### config.mk
export PLATFORM = sky130hd
export DESIGN_NAME = sw_input_ctrl
export DESIGN_NICKNAME = d
export VERILOG_FILES = /design/src/rtl/sw_input_ctrl.sv
export SDC_FILE = /design/constraint.sdc
export NUM_CORES = 1
export LEC_CHECK = 0
export BUFFER_PORTS_ARGS = -buffer_cell sky130_fd_sc_hd__buf_2
export CORE_ASPECT_RATIO = 1.5
export CORE_MARGIN = 2
export CORE_UTILIZATION = 48
export DETAILED_ROUTE_END_ITERATION = 10
export PLACE_DENSITY = 0.84
export SLEW_MARGIN = 10
export SYNTH_ARGS = -nofsm -noshare
export SYNTH_HDL_FRONTEND = slang
export SYNTH_SLANG_ARGS = --single-unit
export TNS_END_PERCENT = 30
### constraint.sdc
create_clock -name clk -period 2 [get_ports clk]
set_clock_uncertainty 0.05 [all_clocks]
set_input_delay 0.4 -clock clk [delete_from_list [all_inputs] [get_ports clk]]
set_output_delay 0.4 -clock clk [all_outputs]
set_load 0.05 [all_outputs]
### src/rtl/sw_input_ctrl.sv
// sw_input_ctrl: 8-bit switch input port on AHB-Lite with edge-pending interrupt.
// Define SW_DEBOUNCE_EN to add the tick prescaler and per-bit debounce counters.
module sw_input_ctrl #(
    parameter logic [15:0] DIV_RST    = 16'd49999,
    parameter int          DB_SAMPLES = 4
) (
    input  logic        clk,
    input  logic        RSTn,
    input  logic        HSEL,
    input  logic [31:0] HADDR,
    input  logic [1:0]  HTRANS,
    input  logic        HWRITE,
    input  logic [2:0]  HSIZE,
    input  logic [31:0] HWDATA,
    input  logic        HREADY,
    output logic [31:0] HRDATA,
    output logic        HREADYOUT,
    output logic        HRESP,
    input  logic [7:0]  SW,
    output logic        IRQ
);
    logic [7:0]  sync1_q, sync1_d, sync2_q, sync2_d, stat, stat_prev_q, stat_prev_d;
    logic [7:0]  ien_q, ien_d, pend_q, pend_d, edge_q, edge_d;
    logic        irq_q, irq_d, act_q, act_d, wr_q, wr_d, wr_en;
    logic [1:0]  addr_q, addr_d;
    logic [15:0] div_rd;
    logic        unused_ok;

    assign HREADYOUT = 1'b1;
    assign HRESP     = 1'b0;
    assign IRQ       = irq_q;
    assign wr_en     = act_q & wr_q;
    assign unused_ok = ^{HSIZE, HADDR[31:4], HADDR[1:0], HTRANS[0], HWDATA[31:24]};

    // Hardware set is OR-ed in after the W1C mask so it wins on a collision
    always_comb begin
        sync1_d     = SW;
        sync2_d     = sync1_q;
        stat_prev_d = stat;
        act_d       = HSEL & HTRANS[1] & HREADY;
        wr_d        = HWRITE;
        addr_d      = HADDR[3:2];
        ien_d       = (wr_en && addr_q == 2'd1) ? HWDATA[7:0] : ien_q;
        edge_d      = (wr_en && addr_q == 2'd3) ? HWDATA[23:16] : edge_q;
        pend_d      = (pend_q & ~((wr_en && addr_q == 2'd2) ? HWDATA[7:0] : 8'h00))
                    | ((stat ^ stat_prev_q) & (stat | ~edge_q));
        irq_d       = |(pend_q & ien_q);
        HRDATA      = (addr_q == 2'd0) ? {24'h0, stat}  :
                      (addr_q == 2'd1) ? {24'h0, ien_q} :
                      (addr_q == 2'd2) ? {24'h0, pend_q} : {8'h0, edge_q, div_rd};
    end

    always_ff @(posedge clk or negedge RSTn) begin
        if (!RSTn) begin
            sync1_q     <= '0;
            sync2_q     <= '0;
            stat_prev_q <= '0;
            act_q       <= 1'b0;
            wr_q        <= 1'b0;
            addr_q      <= '0;
            ien_q       <= '0;
            edge_q      <= '0;
            pend_q      <= '0;
            irq_q       <= 1'b0;
        end else begin
            sync1_q     <= sync1_d;
            sync2_q     <= sync2_d;
            stat_prev_q <= stat_prev_d;
            act_q       <= act_d;
            wr_q        <= wr_d;
            addr_q      <= addr_d;
            ien_q       <= ien_d;
            edge_q      <= edge_d;
            pend_q      <= pend_d;
            irq_q       <= irq_d;
        end
    end

`ifdef SW_DEBOUNCE_EN
    logic [15:0]     div_q, div_d, pre_q, pre_d;
    logic [7:0]      stat_q, stat_d;
    logic [7:0][3:0] db_q, db_d;
    logic            tick, cfg_wr;

    assign cfg_wr = wr_en && addr_q == 2'd3;
    assign tick   = pre_q == div_q;
    assign stat   = stat_q;
    assign div_rd = div_q;

    always_comb begin
        div_d  = cfg_wr ? HWDATA[15:0] : div_q;
        pre_d  = (cfg_wr || tick) ? 16'h0 : pre_q + 16'h1;
        stat_d = stat_q;
        db_d   = db_q;
        for (int i = 0; i < 8; i++) begin
            if (tick) begin
                db_d[i] = (sync2_q[i] != stat_q[i]) ? db_q[i] + 4'h1 : 4'h0;
                if (db_d[i] == 4'(DB_SAMPLES)) begin
                    stat_d[i] = sync2_q[i];
                    db_d[i]   = 4'h0;
                end
            end
        end
    end

    always_ff @(posedge clk or negedge RSTn) begin
        if (!RSTn) begin
            div_q  <= DIV_RST;
            pre_q  <= '0;
            stat_q <= '0;
            db_q   <= '0;
        end else begin
            div_q  <= div_d;
            pre_q  <= pre_d;
            stat_q <= stat_d;
            db_q   <= db_d;
        end
    end
`else
    logic unused_db;

    assign stat      = sync2_q;
    assign div_rd    = 16'h0;
    assign unused_db = ^{HWDATA[15:8], DIV_RST, 32'(DB_SAMPLES)};
`endif
endmodule

==> impl_results.md <==
* Clock sink total at 53
* Routed Antenna Nets at 0
* # hold bufs at CTS at 0
* Post-Synthesis Mean Instance Area at 13.4 sq um
* Clock Tree Buf Depth at 2
* Via count at 1,406
* Cell row count at 30
* Diode count at 0
* Die width at 60.1 um
* First-pass GRT wire length at 6440 um
* I/O Pins at 117
* Run status: completed
* Hold Crit Class: input port to asynchronous set/reset pin
* Crit path DAT at 1.48 ns
* Cells after Synth at 169
* Setup Buffers After CTS at 0
* Worst Path Required at 1.55 ns
* Final core occ at 0.578
* Post-route insts no fill at 285
* DRT Pass-1 Iters at 4
* # fillers at 378
* Register area at 1330 sq um
* First DRT Iteration DRCs at 54
* Peak VDD IR at 0.000526 V
* Number of global-route vias before repair at 1,334
* Share of cells above drive strength 1 at 0.394
* CTS clock-pin slew for the worst setup and hold paths at 0.08 ns
* Final HPWL DP at 2910 um
* Final worst path period need at 1.93 ns
* Sequential area share after synthesis at 0.586
* Initial antenna violation count at 0
* Placed insts at 277
* Total GRT Usage at 0.168
* Die area at 5290 sq um
* Multi-input logic area at 798 sq um
* Layout net count at 302
* Crit. End Element: primary output
* LEAKAGE at 0.00130 uW
* Worst skew pair latency at 0.30 ns
* Crit share post-route at 0.965
* DR vias/cell at 4.93
* Slew Viols, Final at 0
* Crit path kind: flop to primary output
* Maxcap violations at 0
* Critical Path Fanout Max at 17
* Final setup violation count at 0
* Max frequency at 518 MHz
* Ys Warns at 0
* Final hold violation count at 0
* CP Launch Type: flop
* I/O Buffers at 48
* CTS tree: built
* Number of synthesized register bits at 53
* Synth-to-layout area growth at 16.0%
* RePlAce Congestion at 0.773
* Routed WL per cell at 14.4 um
* Number of buffers created by CTS at 5
* Post-route DRC at 0
* Clk root buf: clkbuf_8
* Starting density of the core at 0.498
* Synth cell types at 19
* Die H at 88.1 um
* Core Area at 4540 sq um
* Drt total wl at 4120 um
* Total grt overflow at 0
* PwrDens at 847 nW/um^2
* Pin count of the biggest net entering global routing at 54
* H-tree levels at 2
* Post-Syn Area at 2260 sq um
* Worst r2r path cells at 3
[metal layers]
layer	up-vias	track usage	part of all wire
met5	-	0	0
met4	0	0.0747	0.020
met3	8	0.0487	0.062
met1	677	0.210	0.42
li1	663	-	-
met2	58	0.268	0.50
[power by group]
group,internal [uW],switching [uW]
clock,243,316
sequential,1170,70.0
combinational,155,269
total,1570,655
[path summary, 6_finish.rpt]
check / slack (ns) / end / startpoint
setup reg to reg: 0.55 / pend_q[3] / addr_q[0]
hold reg to reg: 0.30 / stat[4] / sync1_q[4]
max in group asynchronous: 1.63 / addr_q[1] / RSTn
hold / removal: 0.03 / stat[7] / RSTn
setup / recovery: 0.07 / HRDATA[2] / addr_q[1]
min in group clk: 0.15 / sync1_q[3] / SW[3]
[logic make-up after synthesis]
logic type	share of synthesized area
compound gates	0.0752
flops	0.586
mux	0.115
other cells	0.00332
buf+inv	0.0902
simple gates	0.130
[placed cells by master, fill, tap and decap left out]
master	Yosys	routed
dfrtp_1	53	52
buf_2	4	44
conb_1	2	18
nand2b_1	16	16
mux2_2	16	16
and3_1	9	9
mux2i_1	8	8
inv_1	8	8
or3b_2	8	8
o2111ai_1	8	8
o2bb2ai_1	8	7
clkbuf_8	0	5
a22oi_1	4	4
buf_4	19	4
clkinv_2	0	2
clkbuf_4	0	2
buf_12	0	2
nor2b_1	1	1
o2bb2ai_2	0	1
and4b_1	1	1
nand4_1	1	1
nand4b_4	1	1
nand4_4	1	1
dfrtp_2	0	1
clkbuf_1	0	1
[final cells by class]
type                       instances  share of cell area
clock buffer                       6              0.0277
inverter                           8              0.0114
clock inverter                     2             0.00381
sequential                        53               0.506
tap                               64              0.0305
multi-input combinational        100               0.304
timing repair buffer              52               0.116
[synth_stat cells]
cell type | n | area share
o2111ai_1 | 8 | 0.031
and3_1 | 9 | 0.025
o2bb2ai_1 | 8 | 0.031
buf_4 | 19 | 0.063
buf_2 | 4 | 0.0088
a22oi_1 | 4 | 0.013
mux2i_1 | 8 | 0.035
nor2b_1 | 1 | 0.0028
and4b_1 | 1 | 0.0044
dfrtp_1 | 53 | 0.59
or3b_2 | 8 | 0.031
nand4b_4 | 1 | 0.011
nand4_4 | 1 | 0.0094
nand4_1 | 1 | 0.0028
nand2b_1 | 16 | 0.044
conb_1 | 2 | 0.0033
inv_1 | 8 | 0.013
buf_6 | 1 | 0.0050
mux2_2 | 16 | 0.080
[per-stage QoR]
| step | total power (uW) | setup TNS, ns | cell area (sq um) | hold WS, ns | setup WS (ns) |
|---|---|---|---|---|---|
| floorplan | 1600 | -0.0112 | 2330 | 0.0544 | -0.0112 |
| global placement | 1670 | 0 | 2530 | 0.281 | 0.368 |
| detailed placement | 1690 | 0 | 2530 | 0.286 | 0.360 |
| CTS | 2250 | 0 | 2610 | 0.0352 | 0.0163 |
| global route | 2330 | -0.00796 | 2620 | 0.0344 | -0.00796 |
| finish | 2220 | 0 | 2620 | 0.0275 | 0.0702 |
[worst max-delay path, stage by stage (launching register included)]
cell,delay (ns)
dfrtp_2,0.44
buf_12,0.17
mux2i_1,0.12
o2bb2ai_1,0.16
buf_2,0.28
[registers in the layout (all words and copies together), names as in the netlist]
signal       count
addr_q           2
stat_prev_q      8
sync1_q          8
ien_q            8
IRQ              1
stat             8
edge_q           8
act_q            1
pend_q           8
wr_q             1
[timing repair]
item | in CTS | in global routing
endpoints found under the hold margin | 0 | 0
endpoints found under the setup margin | 0 | 6
resized for setup | 0 | 7
No activity file was read; power rests on OpenSTA's default activity.
